### src/rtl/alu_pkg.sv
// alu_pkg: shared widths, RV32I encodings and one-hot ALU op indices for the issue stage
package alu_pkg;
    localparam int XLEN = 32;
    localparam logic [6:0] OPC_OP     = 7'b0110011;
    localparam logic [6:0] OPC_OP_IMM = 7'b0010011;
    localparam logic [2:0] F3_ADD = 3'b000;
    localparam logic [2:0] F3_XOR = 3'b100;
    localparam logic [2:0] F3_OR  = 3'b110;
    localparam logic [2:0] F3_AND = 3'b111;
    localparam logic [6:0] F7_BASE = 7'b0000000;
    localparam logic [6:0] F7_ALT  = 7'b0100000;
    localparam int ALU_ADD = 0;
    localparam int ALU_SUB = 1;
    localparam int ALU_XOR = 2;
    localparam int ALU_OR  = 3;
    localparam int ALU_AND = 4;
    typedef logic [4:0] alu_op_t;
endpackage

### src/rtl/alu_op_decoder.sv
// alu_op_decoder: maps an RV32I word onto a one-hot ALU op, its I-immediate and legality
module alu_op_decoder import alu_pkg::*; #(
    parameter int XLEN = alu_pkg::XLEN
) (
    input  logic [31:0]     instr,
    output alu_op_t         op,
    output logic [XLEN-1:0] imm,
    output logic            use_imm,
    output logic            illegal,
    output logic            wb_en
);
    logic is_op, is_imm, base_op, arith;
    logic [2:0] f3;
    assign f3      = instr[14:12];
    assign is_op   = instr[6:0] == OPC_OP;
    assign is_imm  = instr[6:0] == OPC_OP_IMM;
    assign base_op = is_op && instr[31:25] == F7_BASE;
    assign arith   = base_op || is_imm;
    // funct3/funct7 terms are mutually exclusive, so at most one bit can ever be set
    assign op[ALU_ADD] = arith && f3 == F3_ADD;
    assign op[ALU_SUB] = is_op && instr[31:25] == F7_ALT && f3 == F3_ADD;
    assign op[ALU_XOR] = arith && f3 == F3_XOR;
    assign op[ALU_OR]  = arith && f3 == F3_OR;
    assign op[ALU_AND] = arith && f3 == F3_AND;
    assign imm     = {{(XLEN-12){instr[31]}}, instr[31:20]};
    assign use_imm = is_imm;
    assign illegal = ~|op;
    assign wb_en   = !illegal && instr[11:7] != 5'd0;
endmodule

### src/rtl/alu_issue_stage.sv
// alu_issue_stage: registered decode-to-execute stage with valid/ready handshake (optional forwarding: ALU_ISSUE_FWD_EN)
module alu_issue_stage import alu_pkg::*; #(
    parameter int XLEN       = alu_pkg::XLEN,
    parameter int REG_ADDR_W = 5
) (
    input  logic                  clk,
    input  logic                  rst_n,
    input  logic                  in_valid,
    output logic                  in_ready,
    input  logic [31:0]           in_instr,
    input  logic [XLEN-1:0]       in_rs1_val,
    input  logic [XLEN-1:0]       in_rs2_val,
    input  logic                  flush,
`ifdef ALU_ISSUE_FWD_EN
    input  logic                  fwd_valid,
    input  logic [REG_ADDR_W-1:0] fwd_rd,
    input  logic [XLEN-1:0]       fwd_data,
`endif
    output logic                  out_valid,
    input  logic                  out_ready,
    output alu_op_t               out_op,
    output logic [XLEN-1:0]       out_arg1,
    output logic [XLEN-1:0]       out_arg2,
    output logic [REG_ADDR_W-1:0] out_rd,
    output logic                  out_wb_en,
    output logic                  out_illegal
);
    alu_op_t         dec_op;
    logic [XLEN-1:0] dec_imm, src1, src2;
    logic            dec_use_imm, dec_illegal, dec_wb_en, accept;
    alu_op_decoder #(.XLEN(XLEN)) u_dec (
        .instr   (in_instr),
        .op      (dec_op),
        .imm     (dec_imm),
        .use_imm (dec_use_imm),
        .illegal (dec_illegal),
        .wb_en   (dec_wb_en)
    );
`ifdef ALU_ISSUE_FWD_EN
    logic fwd_hit1, fwd_hit2;
    assign fwd_hit1 = fwd_valid && fwd_rd != '0 && fwd_rd == in_instr[19:15];
    assign fwd_hit2 = fwd_valid && fwd_rd != '0 && fwd_rd == in_instr[24:20];
    assign src1 = fwd_hit1 ? fwd_data : in_rs1_val;
    assign src2 = fwd_hit2 ? fwd_data : in_rs2_val;
`else
    assign src1 = in_rs1_val;
    assign src2 = in_rs2_val;
`endif
    assign in_ready = !out_valid || out_ready;
    assign accept   = in_valid && in_ready && !flush;
    // Flush wins; otherwise refill on accept (also when draining) or empty once consumed
    always_ff @(posedge clk or negedge rst_n) begin
        if (!rst_n) begin
            out_valid   <= 1'b0;
            out_op      <= '0;
            out_arg1    <= '0;
            out_arg2    <= '0;
            out_rd      <= '0;
            out_wb_en   <= 1'b0;
            out_illegal <= 1'b0;
        end else if (flush) begin
            out_valid <= 1'b0;
        end else if (accept) begin
            out_valid   <= 1'b1;
            out_op      <= dec_op;
            out_arg1    <= dec_illegal ? '0 : src1;
            out_arg2    <= dec_illegal ? '0 : dec_use_imm ? dec_imm : src2;
            out_rd      <= in_instr[11:7];
            out_wb_en   <= dec_wb_en;
            out_illegal <= dec_illegal;
        end else if (out_ready) begin
            out_valid <= 1'b0;
        end
    end
endmodule

### config.mk
export PLATFORM = sky130hd
export DESIGN_NAME = alu_issue_stage
export DESIGN_NICKNAME = d
export VERILOG_FILES = /design/src/rtl/alu_pkg.sv /design/src/rtl/alu_op_decoder.sv /design/src/rtl/alu_issue_stage.sv
export SDC_FILE = /design/constraint.sdc
export NUM_CORES = 1
export LEC_CHECK = 0
export ABC_AREA = 0
export CORE_ASPECT_RATIO = 2
export CORE_MARGIN = 2
export CORE_UTILIZATION = 34
export CTS_BUF_LIST = sky130_fd_sc_hd__clkbuf_16
export CTS_CLUSTER_DIAMETER = 60
export DETAILED_ROUTE_END_ITERATION = 12
export DONT_BUFFER_PORTS = 1
export HOLD_SLACK_MARGIN = 0.05
export PLACE_DENSITY = 0.57
export REMOVE_ABC_BUFFERS = 1
export SETUP_SLACK_MARGIN = 0.15
export SYNTH_ARGS = -nofsm -noshare
export SYNTH_HDL_FRONTEND = slang
export SYNTH_SLANG_ARGS = --single-unit
### constraint.sdc
create_clock -name clk -period 3.65 [get_ports clk]
set_clock_uncertainty 0.15 [all_clocks]
set_input_delay 0.73 -clock clk [delete_from_list [all_inputs] [get_ports clk]]
set_output_delay 0.73 -clock clk [all_outputs]
set_load 0.005 [all_outputs]
After elaboration in Yosys (flattened, before gate mapping):

Cells that the tools add are included.

* logic and storage cells: 41
* output and inout bits: 78
* input bits: 101
* flip-flop bits (word level): 77

* equal/unequal tests: 6
* bitwise logic cells: 1
* multiplexer cells: 6
* reduce and logical (&&, ||, !) cells: 21

Operators with widths (count)
* $mux W32: 3
* $eq A7 B6 Y1 const B: 2
* $logic_and A1 B1 Y1: 10
* $eq A3 B3 Y1 const B: 3
* $eq A7 B5 Y1 const B: 1
* $logic_not A7 Y1: 1
* $reduce_bool A5 Y1: 1
* $reduce_or A5 Y1: 1
* $logic_not A1 Y1: 3
* $logic_not A3 Y1: 1
* $mux W1: 3
* $reduce_bool A3 Y1: 1
* $logic_or A1 B1 Y1: 2
* $reduce_and A2 Y1: 1
* $not A1 Y1: 1

Logic depth before layout (Yosys ltp):

Gate-level depths: netlist of run 1.

* depth in word-level cells: 6
* gate-level depth with buffers: 7
* gate-level depth less buffers: 4

Cells and area by module:

Synthesis of run 1 repeated with hierarchy kept, for this count alone.

* cell total of the unflattened synthesis: 329
* area total of the unflattened synthesis: 4001.3 µm²

By module, submodules not included
* alu_issue_stage: area an instance 3580.9 µm², seq. area each 1926.8 µm², instances 1, cells each 273
* alu_op_decoder: area an instance 420.4 µm², seq. area each 0.0 µm², instances 1, cells each 56

Worst setup path before layout of run 1:

No wires, ideal clock.

* path kind: input to register
* start: in in_instr[26]
* end: reg out_arg2[17]
* library setup time: 94 ps
* stages: 6
* path slack: 1110 ps
* data required time: 3406 ps
* path buffers: 2
* arrival: 2297 ps
* path through: or4_4 > o41ai_4 > o2111ai_1 > buf_2 > buf_6 > a221oi_2

* longest elaborated chain between the ends: 6
* elaborated cells between the ends (all ways): 12
* classes of those cells: 1 x eq/ne; 1 x mux; 10 x reduce/logical

Ends and longest elaborated chain
* from (decl): line alu_issue_stage.sv:10 `input logic [31:0] in_instr,`
* $logic_not A7 Y1: line alu_op_decoder.sv:17 `assign base_op = is_op && instr[31:25] == F7_BASE;`
* $logic_and A1 B1 Y1: line alu_op_decoder.sv:17
* $logic_or A1 B1 Y1: line alu_op_decoder.sv:18 `assign arith = base_op || is_imm;`
* $logic_and A1 B1 Y1, on equally long branches
* $reduce_or A5 Y1 *: line alu_op_decoder.sv:27 `assign illegal = ~|op;`
* $mux W32 *: line alu_issue_stage.sv:67 `out_arg2 <= dec_illegal ? '0 : dec_use_imm ? dec_imm : src2;`
* to (signal assigned): line alu_issue_stage.sv:67
* to (decl): line alu_issue_stage.sv:23 `output logic [XLEN-1:0] out_arg2,`

Mark *: on every way between the ends. The rest lies on a longest branch, timed or not.
A chain may end at the register's enable or synchronous reset.

Worst setup path after layout of run 1:

* start: in in_instr[26]
* end: reg out_arg2[16]

The elaborated chain is that of the path after synthesis.

==> summary.txt, run 1 <==
Power and ir drop
  • Power share of the combinational group: 10.0%
  • Clock power frac: 42.4%
  • Max VDD drop: 0.000217 V
  • Design Power: 0.00220 W
  • Part of the power in registers: 47.6%
  • Leakage: 1.95 nW
  • Internal power: 0.00165 W
  • P_sw: 0.000553 W
  • Switching share of total power: 25.1%
  • Power Dens Cells: 551 mW/mm^2

Global routing
  • First-pass GRT wire length: 13900 um
  • Initial antenna violation count: 0
  • Vias in the first global route: 2575
  • Gr ovfl total: 0
  • Largest net degree at the start of global routing: 78
  • Total track usage: 16.3%

Job
  • Maxcap violations: 0

Place
  • Estimated wirelength of the detail-placed design: 6230 um
  • IO Port Bufs: 0
  • GPL Wtd Cong: 0.792
  • Placed Instances: 439
  • DP Worst Slack: 0.724 ns

Setup path
  • Crit path buf inv count: 1
  • Startpoint class of the critical path: input port
  • Critical-path top delay cell: or4_4
  • CP startpoint: in_instr[26]
  • Worst r2r src: out_valid
  • Levels on crit path: 5
  • CP Cell Sequence: or4_4, o41ai_4, o2111ai_4, buf_4, a221oi_1
  • Type of the worst setup path: input port to flop
  • Endpoint class of the critical path: flop
  • WP data required: 3.71 ns
  • R2R Setup Slk: 1.17 ns
  • FF-to-FF path depth: 5
  • Worst R2R End: out_arg2[16]
  • Top delay family on crit path: compound AO/OA/AOI/OAI gates
  • Worst-path maximum fanout: 41
  • Worst EP arrival: 2.63 ns
  • CP max stage delay: 0.55 ns
  • Critical Path Sink: out_arg2[16]

Die
  • Die ar.: 0.0112 mm^2
  • Initial Utilization: 34.7%
  • Core ar.: 0.0101 mm^2
  • Num rows: 52
  • DIE WIDTH: 75.8 um
  • Ports: 179
  • Die Height: 148 um

Layout
  • Fill count: 991
  • Final Util: 39.7%
  • Layout cells sized above 1: 12.8%
  • Fin nets: 417
  • Diode count: 0
  • Layout area overhead: 14.1%
  • Cell Count, Final, Fillers Out: 456

STA
  • Final Setup Violations: 0
  • Final Hold Vio Count: 0
  • Count of pins over their slew limit: 0
  • Worst-margin pin slew: 0.587 ns
  • Max Clock Freq: 389 MHz
  • Setup TNS: 0 ns
  • Final setup margin: 1.08 ns
  • Crit share post-route: 70.5%
  • Tmin final: 2.57 ns
  • Unrepaired setup endpoints after global routing: false
  • Worst slew margin: 60.9%

CTS
  • Htree depth: 3
  • Clock transition at the registers of the reported paths: 0.06 ns
  • Buffer count from post-CTS setup fixing: 0
  • Total CTS buffers: 9
  • Clock Sinks: 77
  • CTS root buffer: clkbuf_16
  • Worst-skew pair later-pin latency: 0.33 ns
  • Longest Clk Path Bufs: 2
  • CTS tree: built

Synthesis
  • Area of the mapped netlist: 0.00350 mm^2
  • Post-synthesis cell count: 326
  • Post-synthesis sequential area ratio: 55.0%
  • Unique masters post-synth: 29
  • Synth warnings: 0
  • Post-synth EDFFs: 0
  • Predominant post-synthesis flop cell: dfrtp_1
  • Syn avg cell area: 10.7 um^2
  • Async set-reset flop share out of synthesis: 100%
  • FF+latch count, synth: 77

Routing
  • Vias: 2537
  • Drt initial violations: 116
  • Detail Route Antenna Nets: 0
  • Routed wire length per instance: 19.5 um
  • Detailed Route WL: 8870 um
  • DRT Pass-1 Iters: 4
  • Avg Vias per Cell: 5.56
  • DRC violations left: 0

Min path
  • Hold Path Class: input port to async pin

Run status
  • Status: finished, final reports clean
state kept, by name, summed over array words and instances, names as in the netlist:
| name | cells |
|---|---|
| out_illegal | 1 |
| out_valid | 1 |
| out_arg2 | 32 |
| out_rd | 5 |
| out_wb_en | 1 |
| out_arg1 | 32 |
| out_op | 5 |
cells in the final DEF (no fill, tap or decap), types with 3 or more instances in the layout:
cell       Yosys  routed
clkbuf_16      0       9
nor3_1         3       3
dfrtp_1       77      77
a21oi_1       32      32
nor2b_1        3       3
mux2i_1       41      41
a211oi_1       3       3
nand2_1       44      44
inv_1          3       4
o21ai_0        4       4
buf_4          0       9
nor2_1        36      36
a221oi_1      22      22
a221oi_2      10      10
cell usage after synthesis, types with 2 or more instances:
cell       n  area share [%]
mux2i_1   41              12
a211oi_1   3            0.64
nor3_1     3            0.43
o31ai_1    2            0.43
a31oi_1    2            0.36
buf_2      4            0.57
nor2_1    36             3.9
nor2b_1    3            0.54
clkbuf_1  21             2.3
nand4_1    2            0.36
nand2_1   44             4.7
buf_1      5            0.54
o21ai_0    4            0.57
a221oi_1  22             5.5
a221oi_2  10             4.3
inv_1      3            0.32
nand3_1    2            0.29
a21oi_1   32             4.6
dfrtp_1   77              55
area by class of cell:
cell class | instances | area [um^2] | area share [%]
clock buffer | 9 | 225 | 5.63
clock inverter | 7 | 91.3 | 2.28
inverter | 3 | 11.3 | 0.282
multi-input combinational | 215 | 1480 | 37.0
sequential | 77 | 1930 | 48.2
tap | 135 | 169 | 4.22
timing repair buffer | 10 | 95.1 | 2.38
layer usage:
layer  track usage [%]  wire length, um  vias up
li1                  -                -     1153
met1              17.9             3090     1232
met2              27.2             4790      128
met3              5.52              700       24
met4              7.98              292        0
met5                 0                0        -
stage by stage:
step / area [um^2] / hold WS, ns
floorplan: 3370 / 0.284
global placement: 3650 / 0.286
detailed placement: 3650 / 0.286
CTS: 4000 / 0.142
global route: 4000 / 0.149
finish: 4000 / 0.133
worst register-to-register path, stage by stage, from the launching register on:
cell and delay, ns:
dfrtp_1 0.39, nor2b_1 0.17, or3b_2 0.62, a31oi_4 0.23
buf_4 0.50, a221oi_1 0.26
how the worst min path moves through the flow:
stage                        endpoint  slack, ns  cells after the start
after floorplan           out_arg1[0]       0.28                      0
after global placement    out_arg2[4]       0.29                      0
after detailed placement  out_arg2[4]       0.29                      0
after CTS                 out_arg2[9]       0.14                      1
after global routing      out_arg2[9]       0.15                      1
final                     out_arg2[9]       0.13                      1
power groups by stage:
stage	Clock [W]	Combinational [W]	Sequential [W]
2_1_floorplan	0	0.000172	0.00103
3_3_place_gp	0	0.000197	0.00106
3_5_place_dp	0	0.000205	0.00107
4_1_cts	0.000963	0.000226	0.00105
5_1_grt	0.00101	0.000253	0.00106
6_report	0.000935	0.000221	0.00105
cell families after synthesis:
| family | share of synthesized area, % |
|---|---|
| compound gates | 17.6 |
| buf+inv | 4.00 |
| flops | 55.0 |
| mux | 11.7 |
| simple gates | 11.6 |
what timing repair did:
item                      4_1_cts  5_1_grt
hold buffers                    1        0
hold endpoints to repair       77        0
gates resized for setup         0        0
Note: power is estimated with default switching activity, not from simulation.
==> run 2, diff against run 1 <==
--- a/config.mk
+++ b/config.mk
@@ -14,7 +14,7 @@
 export DETAILED_ROUTE_END_ITERATION = 12
 export DONT_BUFFER_PORTS = 1
 export HOLD_SLACK_MARGIN = 0.05
-export PLACE_DENSITY = 0.57
+export PLACE_DENSITY = 0.59
 export REMOVE_ABC_BUFFERS = 1
 export SETUP_SLACK_MARGIN = 0.15
 export SYNTH_ARGS = -nofsm -noshare
==> constraint.sdc (replaced) <==
create_clock -name clk -period 2.2 [get_ports clk]
set_clock_uncertainty 0.15 [all_clocks]
set_input_delay 0.44 -clock clk [delete_from_list [all_inputs] [get_ports clk]]
set_output_delay 0.44 -clock clk [all_outputs]
set_load 0.005 [all_outputs]
==> summary.txt, run 2 (synthesized netlist as in run 1, its figures left out) <==
STA
  • Count of pins over their slew limit: 0 (unchanged)
  • Max Clock Freq: 502 MHz
  • Worst-margin pin slew: 0.552 ns (-0.0345 ns)
  • Hold slack: -0.355 ns (-0.488 ns)
  • Worst slew margin: 62.9% (+2.0 points)
  • Final Hold Vio Count: 77 (+77)
  • Crit share post-route: 90.5%
  • Tmin final: 1.99 ns
  • Setup TNS: 0 ns (unchanged)
  • Unrepaired setup endpoints after global routing: true
  • Final Setup Violations: 0 (unchanged)

Layout
  • Layout cells sized above 1: 16.4% (+3.6 points)
  • Diode count: 0 (unchanged)
  • Commonest non-fill, non-tap cell in the layout: dfrtp_1
  • Fin nets: 432 (+3.6%)
  • Commonest cells after routing, fill and taps aside: 77 x dfrtp_1, 44 x nand2_1, 41 x mux2i_1
  • Final Util: 41.3% (+1.6 points)
  • Top flop regs: out_arg1: 32 flops, out_arg2: 32 flops
  • Post-route cell area: 0.00416 mm^2 (+4.1%)
  • Layout area overhead: 18.8%

Run status
  • Status: finished with violations
  • Failing checks: hold timing

Setup path
  • Type of the worst setup path: input port to flop
  • Endpoint class of the critical path: flop
  • FF-to-FF path depth: 6 (+1)
  • Critical Path Sink: out_arg2[12]
  • CP startpoint: in_instr[26]
  • Worst R2R End: out_arg1[7]
  • Worst r2r src: out_valid
  • Worst-path maximum fanout: 27 (-34%)
  • Worst EP arrival: 2.07 ns (-0.56 ns)
  • R2R Setup Slk: 0.28 ns (-0.89 ns)
  • WP data required: 2.27 ns (-1.44 ns)
  • Startpoint class of the critical path: input port

CTS
  • Total CTS buffers: 9 (unchanged)
  • CTS tree: built
  • Clock transition at the registers of the reported paths: 0.06 ns (about the same)
  • Longest Clk Path Bufs: 2 (unchanged)
  • CTS root buffer: clkbuf_16
  • Clock Sinks: 77 (unchanged)
  • Buffer count from post-CTS setup fixing: 0 (unchanged)
  • Htree depth: 3 (unchanged)
  • Worst-skew pair later-pin latency: 0.33 ns (about the same)
  • Hold Buf Count CTS: 3 (+2)

Routing
  • Routed wire length per instance: 20.1 um (+3.5%)
  • Vias: 2615 (+3.1%)
  • DRT Pass-1 Iters: 6 (+2)
  • DRC violations left: 0 (unchanged)
  • Drt initial violations: 85 (-27%)
  • Avg Vias per Cell: 5.55 (-0.21%)
  • Detailed Route WL: 9490 um (+7.0%)
  • Detail Route Antenna Nets: 0 (unchanged)

Global routing
  • Total track usage: 16.7% (+0.32 points)
  • Vias in the first global route: 2616 (+1.6%)
  • Gr ovfl total: 0 (unchanged)
  • Largest net degree at the start of global routing: 78 (unchanged)
  • Initial antenna violation count: 0 (unchanged)
  • First-pass GRT wire length: 14000 um (+0.69%)

Power and ir drop
  • Design Power: 0.00346 W (+57%)
  • Switching share of total power: 26.7% (+1.6 points)
  • P_sw: 0.000922 W (+67%)
  • Power Dens Cells: 831 mW/mm^2 (+51%)
  • Clock power frac: 38.7% (-3.7 points)
  • Power share of the combinational group: 11.1% (+1.1 points)
  • Max VDD drop: 0.000373 V (+72%)
  • Internal power: 0.00254 W (+54%)
  • Part of the power in registers: 50.3% (+2.7 points)
  • Leakage: 2.03 nW (+4.0%)

Place
  • Estimated wirelength of the detail-placed design: 6570 um (+5.4%)
  • GPL Wtd Cong: 0.809 (+2.0%)
  • Placement Cell Area: 0.00381 mm^2 (+4.3%)
  • IO Port Bufs: 0 (unchanged)

Die
  • Die Height: 148 um (unchanged)
  • Initial Utilization: 34.7% (unchanged)
  • Core ar.: 0.0101 mm^2 (unchanged)
  • Num rows: 52 (unchanged)
  • Die ar.: 0.0112 mm^2 (unchanged)
  • Ports: 179 (unchanged)
  • DIE WIDTH: 75.8 um (unchanged)

Job
  • Maxcap violations: 0 (unchanged)

Min path
  • Hold Path Class: input port to async pin
[run 2: how the worst min path moves through the flow]
stage / start / endpoint / slack [ns] / cells past startpoint
after floorplan: rst_n / out_arg1[0] / -0.006 / 0
after global placement: rst_n / out_rd[2] / -0.004 / 0
after CTS: rst_n / out_arg2[10] / -0.36 / 0
after global routing: rst_n / out_op[4] / -0.37 / 0
final: rst_n / out_arg2[10] / -0.36 / 0
after detailed placement: rst_n / out_rd[4] / -0.004 / 0
[run 2: layer usage]
| layer | GRT usage [%] | up-vias | part of all wire (%) |
|---|---|---|---|
| li1 | - | 1183 | - |
| met1 | 18.0 | 1284 | 33 |
| met2 | 28.4 | 126 | 56 |
| met5 | 0 | - | 0 |
| met3 | 4.64 | 22 | 6.7 |
| met4 | 8.51 | 0 | 3.7 |
[run 2: what timing repair did]
item                                    in CTS  in global routing
resized for setup                            0                  1
hold endpoints to repair                    79                 77
endpoints found under the setup margin       0                 38
[run 2: layout make-up]
cell class              instances  area (um^2)
fillers                       994         5920
multi-input cells             215         1480
inverters                       3         11.3
clock buffers                   9          225
repair buffers                 25          305
well taps                     135          169
flip-flops and latches         77         1930
clock inverters                 7         42.5
[run 2: critical path, cell delays in order]
cell and delay (ns):
or4_4 0.56, o41ai_4 0.30, o2111ai_4 0.21, buf_12 0.22, a221oi_1 0.32
[run 2: through the flow]
| step | std cells | hold WS (ns) | setup slack (ns) |
|---|---|---|---|
| 6_report | 471 | -0.355 | 0.209 |
| 5_1_grt | 471 | -0.371 | 0.110 |
| 4_1_cts | 469 | -0.363 | 0.177 |
| 3_5_place_dp | 450 | -0.00436 | -0.153 |
| 3_3_place_gp | 450 | -0.00392 | -0.0640 |
| 2_1_floorplan | 295 | -0.00559 | -2.90 |
[run 2: power by group through the flow]
stage / sequential (W) / clock [W] / combinational [W]
5_1_grt: 0.00176 / 0.00144 / 0.000432
6_report: 0.00174 / 0.00134 / 0.000383
2_1_floorplan: 0.00172 / 0 / 0.000285
3_5_place_dp: 0.00177 / 0 / 0.000368
3_3_place_gp: 0.00176 / 0 / 0.000352
4_1_cts: 0.00174 / 0.00138 / 0.000374
==> run 3, diff against run 2 <==
--- a/config.mk
+++ b/config.mk
@@ -15,6 +15,7 @@
 export DONT_BUFFER_PORTS = 1
 export HOLD_SLACK_MARGIN = 0.05
 export PLACE_DENSITY = 0.59
+export RECOVER_POWER = 100
 export REMOVE_ABC_BUFFERS = 1
 export SETUP_SLACK_MARGIN = 0.15
 export SYNTH_ARGS = -nofsm -noshare
==> summary.txt, run 3 (synthesized netlist as in run 1, its figures left out) <==
Global routing
  • Vias in the first global route: 2616 (unchanged)
  • Initial antenna violation count: 0 (unchanged)
  • Gr ovfl total: 0 (unchanged)
  • First-pass GRT wire length: 14000 um (unchanged)
  • Total track usage: 16.7% (unchanged)
  • Largest net degree at the start of global routing: 78 (unchanged)

Run status
  • Failing checks: hold timing
  • Status: finished with violations

Layout
  • Commonest cells after routing, fill and taps aside: 77 x dfrtp_1, 44 x nand2_1, 41 x mux2i_1
  • Diode count: 0 (unchanged)
  • Fin nets: 432 (unchanged)
  • Commonest non-fill, non-tap cell in the layout: dfrtp_1
  • Layout area overhead: 16.6%
  • Post-route cell area: 0.00409 mm^2 (-1.8%)
  • Cell Count, Final, Fillers Out: 471 (unchanged)
  • Layout cells sized above 1: 12.2% (-4.2 points)
  • Top flop regs: out_arg1: 32 flops, out_arg2: 32 flops
  • Final Util: 40.5% (-0.76 points)

Routing
  • DRC violations left: 0 (unchanged)
  • DR WL met3: 731 um (+15%)
  • Avg Vias per Cell: 5.55 (about the same)
  • Max layer used: met4
  • Detail Route Antenna Nets: 0 (unchanged)
  • Drt initial violations: 90 (+5.9%)
  • Routed wire length per instance: 20.3 um (+0.53%)
  • DRT Pass-1 Iters: 4 (-2)
  • Met2 Wirelength: 5270 um (-1.1%)
  • DRT met1 WL: 3140 um (-1.2%)
  • Vias: 2613 (-0.076%)
  • Detailed Route WL: 9540 um (+0.53%)

Power and ir drop
  • Design Power: 0.00344 W (-0.59%)
  • Power Dens Cells: 841 mW/mm^2 (+1.3%)
  • Max VDD drop: 0.000370 V (-0.87%)
  • Leakage: 2.00 nW (-1.8%)

CTS
  • Htree depth: 3 (unchanged)
  • Hold Buf Count CTS: 3 (unchanged)
  • CTS root buffer: clkbuf_16
  • Clock transition at the registers of the reported paths: 0.06 ns (about the same)
  • Total CTS buffers: 9 (unchanged)
  • Worst-skew pair later-pin latency: 0.33 ns (about the same)
  • Longest Clk Path Bufs: 2 (unchanged)
  • Clock Sinks: 77 (unchanged)
  • CTS tree: built

STA
  • Final Setup Violations: 0 (unchanged)
  • Unrepaired setup endpoints after global routing: true
  • Worst-margin pin slew: 0.633 ns (+0.0805 ns)
  • Hold slack: -0.353 ns (+0.00226 ns)
  • Max Clock Freq: 492 MHz (-2.0%)
  • Worst slew margin: 57.8% (-5.1 points)
  • Tmin final: 2.03 ns (+0.0398 ns)
  • Count of pins over their slew limit: 0 (unchanged)
  • Final Hold Vio Count: 77 (unchanged)
  • Crit share post-route: 92.3% (+1.8 points)

Place
  • GPL Wtd Cong: 0.809 (unchanged)
  • IO Port Bufs: 0 (unchanged)
  • Estimated wirelength of the detail-placed design: 6570 um (unchanged)
  • Placed Instances: 450 (unchanged)
  • Placement Cell Area: 0.00381 mm^2 (unchanged)

Setup path
  • WP data required: 2.25 ns (-0.02 ns)
  • Worst EP arrival: 2.08 ns (about the same)
  • CP startpoint: out_valid
  • Endpoint class of the critical path: flop
  • Worst-path maximum fanout: 8 (-70%)
  • Type of the worst setup path: flop to flop
  • Worst r2r src: out_valid
  • Startpoint class of the critical path: flop

Die
  • Num rows: 52 (unchanged)
  • DIE WIDTH: 75.8 um (unchanged)
  • Core ar.: 0.0101 mm^2 (unchanged)
  • Initial Utilization: 34.7% (unchanged)
  • Ports: 179 (unchanged)
  • Die Height: 148 um (unchanged)
  • Die ar.: 0.0112 mm^2 (unchanged)

Min path
  • Hold Path Class: input port to async pin

Job
  • Maxcap violations: 0 (unchanged)
[run 3: stage by stage]
stage          setup WS, ns  hold WS [ns]  setup TNS, ns
6_report              0.169        -0.353              0
5_1_grt              0.0638        -0.371              0
4_1_cts               0.177        -0.363              0
3_5_place_dp         -0.153      -0.00436          -5.19
3_3_place_gp        -0.0640      -0.00392          -2.32
2_1_floorplan         -2.90      -0.00559        -193.48
[run 3: worst max-delay path: stages, from the launching register on]
cell      delay [ns]
dfrtp_1         0.37
nor2b_1         0.14
or3b_4          0.41
a31oi_4         0.30
buf_12          0.18
clkbuf_1        0.23
a21oi_1         0.11
[run 3: layout make-up]
type	instances	area (um^2)
fillers	1009	6000
flip-flops and latches	77	1930
multi-input cells	215	1420
repair buffers	25	290
clock buffers	9	225
well taps	135	169
clock inverters	7	42.5
inverters	3	11.3
[run 3: layer usage]
layer,up-vias,GRT usage [%]
met4,0,8.51
met2,135,28.4
met3,24,4.64
met5,-,0
met1,1265,18.0
li1,1189,-
[run 3: worst paths after layout]
path                                 to  slack [ns]  cells past startpoint
max                        out_arg1[21]        0.17                      6
min                        out_arg2[10]       -0.35                      0
max reg2reg                out_arg1[21]        0.17                      6
min reg2reg                   out_rd[0]        0.37                      2
max in group asynchronous   out_arg1[2]        2.12                      0
min in group clk              out_rd[3]        0.07                      2
[run 3: report_power, final]
part / total [W] / internal, W / switching (W)
clock network: 0.00134 / 0.000754 / 0.000581
registers: 0.00174 / 0.00159 / 0.000149
logic: 0.000364 / 0.000181 / 0.000183
total: 0.00344 / 0.00252 / 0.000913
[run 3: repair_timing]
action,in CTS,in global routing
setup endpoints to repair,0,38
gates resized for setup,0,1
endpoints found under the hold margin,79,77
buffers inserted,0,0
